[config.mk]
export PLATFORM = sky130hd
export DESIGN_NAME = alu_result_drain
export DESIGN_NICKNAME = d
export VERILOG_FILES = /design/src/rtl/alu_result_drain.sv
export SDC_FILE = /design/constraint.sdc
export NUM_CORES = 1
export LEC_CHECK = 0
export ABC_AREA = 1
export BUFFER_PORTS_ARGS = -buffer_cell sky130_fd_sc_hd__buf_2
export CAP_MARGIN = 25
export CELL_PAD_IN_SITES_DETAIL_PLACEMENT = 0
export CELL_PAD_IN_SITES_GLOBAL_PLACEMENT = 1
export CORE_MARGIN = 5
export CORE_UTILIZATION = 34
export CTS_BUF_LIST = sky130_fd_sc_hd__clkbuf_8
export CTS_CLUSTER_SIZE = 16
export DETAILED_ROUTE_END_ITERATION = 7
export PLACE_DENSITY = 0.82
export SLEW_MARGIN = 0
export SYNTH_ARGS = -nofsm -noshare
export SYNTH_HDL_FRONTEND = slang
export SYNTH_SLANG_ARGS = --single-unit
[constraint.sdc]
create_clock -name i_clock -period 1.71 [get_ports i_clock]
set_clock_uncertainty 0.05 [all_clocks]
set_input_delay 0.0855 -clock i_clock [delete_from_list [all_inputs] [get_ports i_clock]]
set_output_delay 0.0855 -clock i_clock [all_outputs]
set_load 0.005 [all_outputs]
[src/rtl/alu_result_drain.sv]
// alu_result_drain: consumer end of the ALU result interface.
// Each accepted result is latched into the Z register pair and the flags are
// updated. The result is then drained onto the internal bus, lo word first,
// with a second hi beat for MUL and DIV. A one-deep pending buffer holds the
// next result while the current one is still draining.
// Ports:
//   i_clock, i_reset_n            clock, synchronous active-low reset
//   i_res_valid/o_res_ready       result handshake; i_res_op/lo/hi payload
//   o_bus_valid/i_bus_ready       bus handshake; o_bus_data word,
//   o_bus_sel_hi, o_bus_last      word select and final-beat marker
//   o_zlo_q, o_zhi_q              architectural Z registers
//   o_flag_zero, o_flag_neg       flags of the last loaded result
//   o_res_count                   fully drained results, wrapping
module alu_result_drain #(
    parameter int DATA_W  = 32,
    parameter int COUNT_W = 8
) (
    input  logic               i_clock,
    input  logic               i_reset_n,
    input  logic               i_res_valid,
    output logic               o_res_ready,
    input  logic [4:0]         i_res_op,
    input  logic [DATA_W-1:0]  i_res_lo,
    input  logic [DATA_W-1:0]  i_res_hi,
    output logic               o_bus_valid,
    input  logic               i_bus_ready,
    output logic [DATA_W-1:0]  o_bus_data,
    output logic               o_bus_sel_hi,
    output logic               o_bus_last,
    output logic [DATA_W-1:0]  o_zlo_q,
    output logic [DATA_W-1:0]  o_zhi_q,
    output logic               o_flag_zero,
    output logic               o_flag_neg,
    output logic [COUNT_W-1:0] o_res_count
);
    localparam logic [4:0] OP_MUL = 5'b01111;
    localparam logic [4:0] OP_DIV = 5'b10000;

    typedef enum logic [1:0] {IDLE, SEND_LO, SEND_HI} state_t;

    state_t              r_state, w_next;
    logic                r_two;
    logic                r_pend_full;
    logic [4:0]          r_pend_op;
    logic [DATA_W-1:0]   r_pend_lo, r_pend_hi;
    logic [DATA_W-1:0]   r_zlo, r_zhi;
    logic                r_flag_zero, r_flag_neg;
    logic [COUNT_W-1:0]  r_count;

    logic                w_accept, w_bus_hs, w_complete, w_load, w_from_pend, w_pend_wr;
    logic [4:0]          w_src_op;
    logic [DATA_W-1:0]   w_src_lo, w_src_hi;
    logic                w_src_two, w_src_mul;

    assign o_res_ready  = !r_pend_full;
    assign w_accept     = i_res_valid && o_res_ready;
    assign o_bus_valid  = r_state != IDLE;
    assign w_bus_hs     = o_bus_valid && i_bus_ready;
    assign w_complete   = w_bus_hs && (r_state == SEND_HI || !r_two);
    // Completion hands Z to the pending result first, else straight to a
    // same-cycle accept so back-to-back results drain without a bubble.
    assign w_from_pend  = w_complete && r_pend_full;
    assign w_load       = (r_state == IDLE && w_accept) || (w_complete && (r_pend_full || w_accept));
    assign w_pend_wr    = w_accept && r_state != IDLE && !w_complete;

    assign w_src_op     = w_from_pend ? r_pend_op : i_res_op;
    assign w_src_lo     = w_from_pend ? r_pend_lo : i_res_lo;
    assign w_src_hi     = w_from_pend ? r_pend_hi : i_res_hi;
    assign w_src_mul    = w_src_op == OP_MUL;
    assign w_src_two    = w_src_mul || w_src_op == OP_DIV;

    assign o_bus_data   = r_state == SEND_HI ? r_zhi : r_zlo;
    assign o_bus_sel_hi = r_state == SEND_HI;
    assign o_bus_last   = r_state == SEND_HI || !r_two;
    assign o_zlo_q      = r_zlo;
    assign o_zhi_q      = r_zhi;
    assign o_flag_zero  = r_flag_zero;
    assign o_flag_neg   = r_flag_neg;
    assign o_res_count  = r_count;

    always_comb begin
        w_next = r_state;
        case (r_state)
            IDLE:    w_next = w_accept ? SEND_LO : IDLE;
            SEND_LO: if (w_bus_hs) w_next = r_two ? SEND_HI : (w_load ? SEND_LO : IDLE);
            SEND_HI: if (w_bus_hs) w_next = w_load ? SEND_LO : IDLE;
            default: w_next = IDLE;
        endcase
    end

    always_ff @(posedge i_clock) begin
        if (!i_reset_n) begin
            r_state     <= IDLE;
            r_two       <= 1'b0;
            r_pend_full <= 1'b0;
            r_pend_op   <= '0;
            r_pend_lo   <= '0;
            r_pend_hi   <= '0;
            r_zlo       <= '0;
            r_zhi       <= '0;
            r_flag_zero <= 1'b0;
            r_flag_neg  <= 1'b0;
            r_count     <= '0;
        end else begin
            r_state <= w_next;
            if (w_complete) r_count <= r_count + 1'b1;
            if (w_from_pend) r_pend_full <= 1'b0;
            else if (w_pend_wr) r_pend_full <= 1'b1;
            if (w_pend_wr) begin
                r_pend_op <= i_res_op;
                r_pend_lo <= i_res_lo;
                r_pend_hi <= i_res_hi;
            end
            if (w_load) begin
                r_two       <= w_src_two;
                r_zlo       <= w_src_lo;
                r_zhi       <= w_src_two ? w_src_hi : '0;
                // DIV zero flag looks at the quotient only; MUL at the full product.
                r_flag_zero <= w_src_mul ? ({w_src_hi, w_src_lo} == '0) : (w_src_lo == '0);
                r_flag_neg  <= w_src_mul ? w_src_hi[DATA_W-1] : w_src_lo[DATA_W-1];
            end
        end
    end
endmodule

==> key figures <==
STA
  – Fin crit share: 130.7%
  – Hold Slack: 47.12 ps
  – Slew @ Worst Pin: 537.6 ps
  – RSZ-0062 raised after global routing: yes
  – Tmin final: 2235 ps
  – Hold Vio Cnt, Final: 0
  – Fmax: 0.4475 GHz
  – Final WS setup: -524.7 ps
  – Max-slew headroom: 64.16%
  – Final Setup Violations: 160
  – Max-slew violations: 0

Die
  – Cell row count: 53
  – Core Box Area: 0.02082 sq mm
  – Total die area: 0.02391 sq mm
  – Io pins: 183
  – Die height: 154.6 um
  – Starting density of the core: 34.15%
  – Die Span X: 154.6 um

Power
  – Seq pwr share: 42.2%
  – Switch Pwr: 0.002726 W
  – Sw frac: 30.00%
  – Pleak: 5.685 nW
  – Combinational share of power: 23.7%
  – Power Internal: 0.006361 W
  – Pwr/cell area: 765.7 mW/mm^2
  – Part of the power in the clock network: 34.1%
  – Peak VDD IR: 0.5205 mV

Routing
  – Vias/cell: 4.914
  – Final wirelength: 29740 um
  – WL per Instance: 17.14 um
  – Routed Antenna Nets: 0
  – Vias: 8526
  – Drc violations: 0
  – DR iter-0 viols: 606
  – Initial DRT Pass Iterations: 5

Hold path
  – Worst hold path depth: 3
  – Hold EP: r_pend_hi[26]$_SDFFE_PN0P_
  – Hold/Removal Path Class: in -> reg
  – Hold Path Origin: i_reset_n

Global routing
  – GR Overflow Total: 0
  – Met3 Resource Use GR: 4.197%
  – Largest net degree at the start of global routing: 43
  – Vias in the first global route: 7606
  – GRT Util Overall: 22.45%
  – Initial antenna violation count: 0
  – GR peak layer: met2
  – Met1 GRT Util: 32.32%
  – First-pass GRT wire length: 42850 um
  – Met2 GRT Util: 33.76%

CTS
  – CTS max path bufs: 2
  – Clk Latency, worst-skew pair: 480 ps
  – H-tree Lvls: 4
  – Worst-path clk slew: 90 ps
  – CTS tree: done
  – Total CTS buffers: 17
  – CTS Root Cell: clkbuf_8
  – Clock sink count: 147

Synthesis
  – Largest family of logic cells by synthesized area: simple AND/OR/NAND/NOR gates
  – Library cells used by synthesis: 32
  – Area leader, netlist: dfxtp_1
  – FFs w/ async S/R, synth: 0%
  – Synth Area in Simple Gates: 27.30%
  – Post-synth top flop: dfxtp_1
  – Synth top area cells: dfxtp_1, nand2_1, o21ai_0, a21oi_1, inv_1
  – Mapped Area: 0.007112 sq mm
  – Number of synthesized flops with an enable pin: 0
  – Synth top area share: 41.38%
  – Adder-cell share of the synthesized area: 0.1759%
  – Multiplexer share of the synthesized area: 0%
  – Syn nets: 1149
  – Post-synthesis sequential area ratio: 41.38%
  – YS warnings: 0
  – Post-synthesis xor/xnor area fraction: 0%
  – Count leader, synth: nand2_1
  – Synth Area in Compound Gates: 19.09%
  – Syn Inst Count: 1075
  – FF+latch count, synth: 147
  – Top cells by count, synth: nand2_1, dfxtp_1, inv_1
  – Mapped Avg Cell Area: 6.616 sq um

Final layout
  – Synth-to-layout area growth: 66.87%
  – Layout Utilization: 56.99%
  – Ant diodes: 0
  – Layout fillers: 1904
  – Share of cells above drive strength 1: 35.68%
  – Fin nets: 1522

Placement
  – Count of input and output buffers: 182
  – Hpwl dp: 18110 um
  – GPL Wtd Cong: 0.8528

Critical path
  – CP arrival: 2600 ps
  – Worst R2R Start: r_state[1]$_SDFFE_PN0P_
  – Register-to-register setup slack: -520 ps
  – Crit. End Element: flop
  – CP Data Required Time: 2070 ps
  – RR Endpoint: o_zhi_q[3]$_SDFFE_PN0N_
  – Worst-path cell chain: nor2_4, nor2_4, nand3_4, buf_6, nand2_2, nand2_2, nor2_1, nand3_2, o21ai_4, buf_12, clkbuf_16, nand3_2, a21oi_2
  – Slowest CP cell: dfxtp_4
  – Critical Path Start Type: flop
  – WS Path Type: reg -> reg
  – Crit Path Max Fanout: 6
  – CP bufs+invs: 3
  – Worst path top cell family by delay: simple AND/OR/NAND/NOR gates
  – R2R depth: 13
  – Crit-path max cell delay: 390 ps

Status
  – Failing checks: negative setup slack
  – Status: finished, violations left

Flow run
  – Max Cap Viol: 0
## how the worst max path moves through the flow
stage,from,end,slack [ps],depth (start not counted)
floorplan,r_state[1]$_SDFFE_PN0P_,o_zhi_q[14]$_SDFFE_PN0N_,-80,11
global route,r_state[1]$_SDFFE_PN0P_,o_zhi_q[9]$_SDFFE_PN0N_,-610,13
detailed placement,r_state[1]$_SDFFE_PN0P_,o_flag_zero$_SDFFE_PN0N_,-440,14
finish,r_state[1]$_SDFFE_PN0P_,o_zhi_q[3]$_SDFFE_PN0N_,-520,13
CTS,r_state[1]$_SDFFE_PN0P_,o_res_count[7]$_SDFFE_PN0N_,-340,13
global placement,r_state[1]$_SDFFE_PN0P_,o_flag_zero$_SDFFE_PN0N_,-440,14
## registers in the layout (all words and copies together) (netlist names)
name         count
r_pend_lo       32
r_pend_op        5
r_state          2
o_flag_neg       1
o_flag_zero      1
r_two            1
o_zhi_q         32
r_pend_hi       32
o_res_count      8
r_pend_full      1
o_zlo_q         32
## per-layer routing
metal  wire length [um]  vias up
li1                   -     4225
met1              13080     3929
met2              13860      327
met3               2179       45
met4                627        0
met5                  0        -
## power by group through the flow
stage / registers, W / clock network [W] / logic, W
after floorplan: 0.00385 / 0 / 0.000804
after global placement: 0.00388 / 0 / 0.00158
after detailed placement: 0.00388 / 0 / 0.00160
after CTS: 0.00381 / 0.00313 / 0.00181
after global routing: 0.00386 / 0.00330 / 0.00234
final: 0.00384 / 0.00310 / 0.00215
## layout by cell type (no fill, tap or decap), types with 4 or more instances in the layout
master	synthesis	layout
dfxtp_1	147	144
buf_4	0	103
nand2_1	285	231
clkbuf_8	0	19
buf_16	0	8
nor2_2	0	5
clkinvlp_4	0	4
a21oi_2	0	16
dlygate4sd3_1	0	70
a31oi_1	5	5
clkbuf_16	0	11
buf_6	3	23
bufinv_16	0	4
nand3_1	30	20
nand4_1	39	39
nand3_4	0	6
nand2_2	2	45
or2_1	10	10
inv_1	136	135
o21ai_2	1	20
buf_2	16	178
o21ai_0	121	40
nand2_4	0	11
o21ai_1	11	73
a21oi_1	120	104
nor2_1	66	59
nand3_2	11	16
buf_12	0	31
## tightest hold or removal path: cells and delay by family
kind                   cells  cell delay (ps)
AO/OA/AOI/OAI              2              160
buffers and inverters      1              280
## final cells by class
type,count,area (sq um),share of cell area [%]
Multi-Input combinational cell,715,3791,31.95
Tap cell,275,344.1,2.899
Clock buffer,19,261.5,2.203
Inverter,140,554.3,4.671
Clock inverter,12,180.2,1.518
Sequential cell,147,2952,24.87
Timing Repair Buffer,427,3785,31.89
## kinds of logic (layout without fill, tap and decap cells)
family | after synthesis | after routing
fa+ha+maj | 1 | 1
flops | 147 | 147
buf+inv | 214 | 598
compound gates | 264 | 264
simple gates | 449 | 450
## what timing repair did
| item | in CTS | in global routing |
|---|---|---|
| endpoints found under the hold margin | 76 | 0 |
| pin swaps | 17 | 25 |
| cloned | 9 | 14 |
| setup endpoints to repair | 144 | 179 |
| hold buffers | 70 | 0 |
| gates resized for setup | 92 | 188 |
| buffers inserted | 13 | 21 |
## stage by stage
stage	setup TNS (ps)	std cells	setup WS, ps	total power [W]	area, sq um
finish	-29520	1735	-524.7	0.009087	11870
global route	-42090	1735	-612.3	0.009493	11870
CTS	-20500	1704	-340.7	0.008751	10950
detailed placement	-19540	1581	-435.3	0.005482	9174
global placement	-16850	1581	-441.5	0.005461	9174
floorplan	-2029	1075	-84.95	0.004655	7154
No activity file was read; power rests on OpenSTA's default activity.
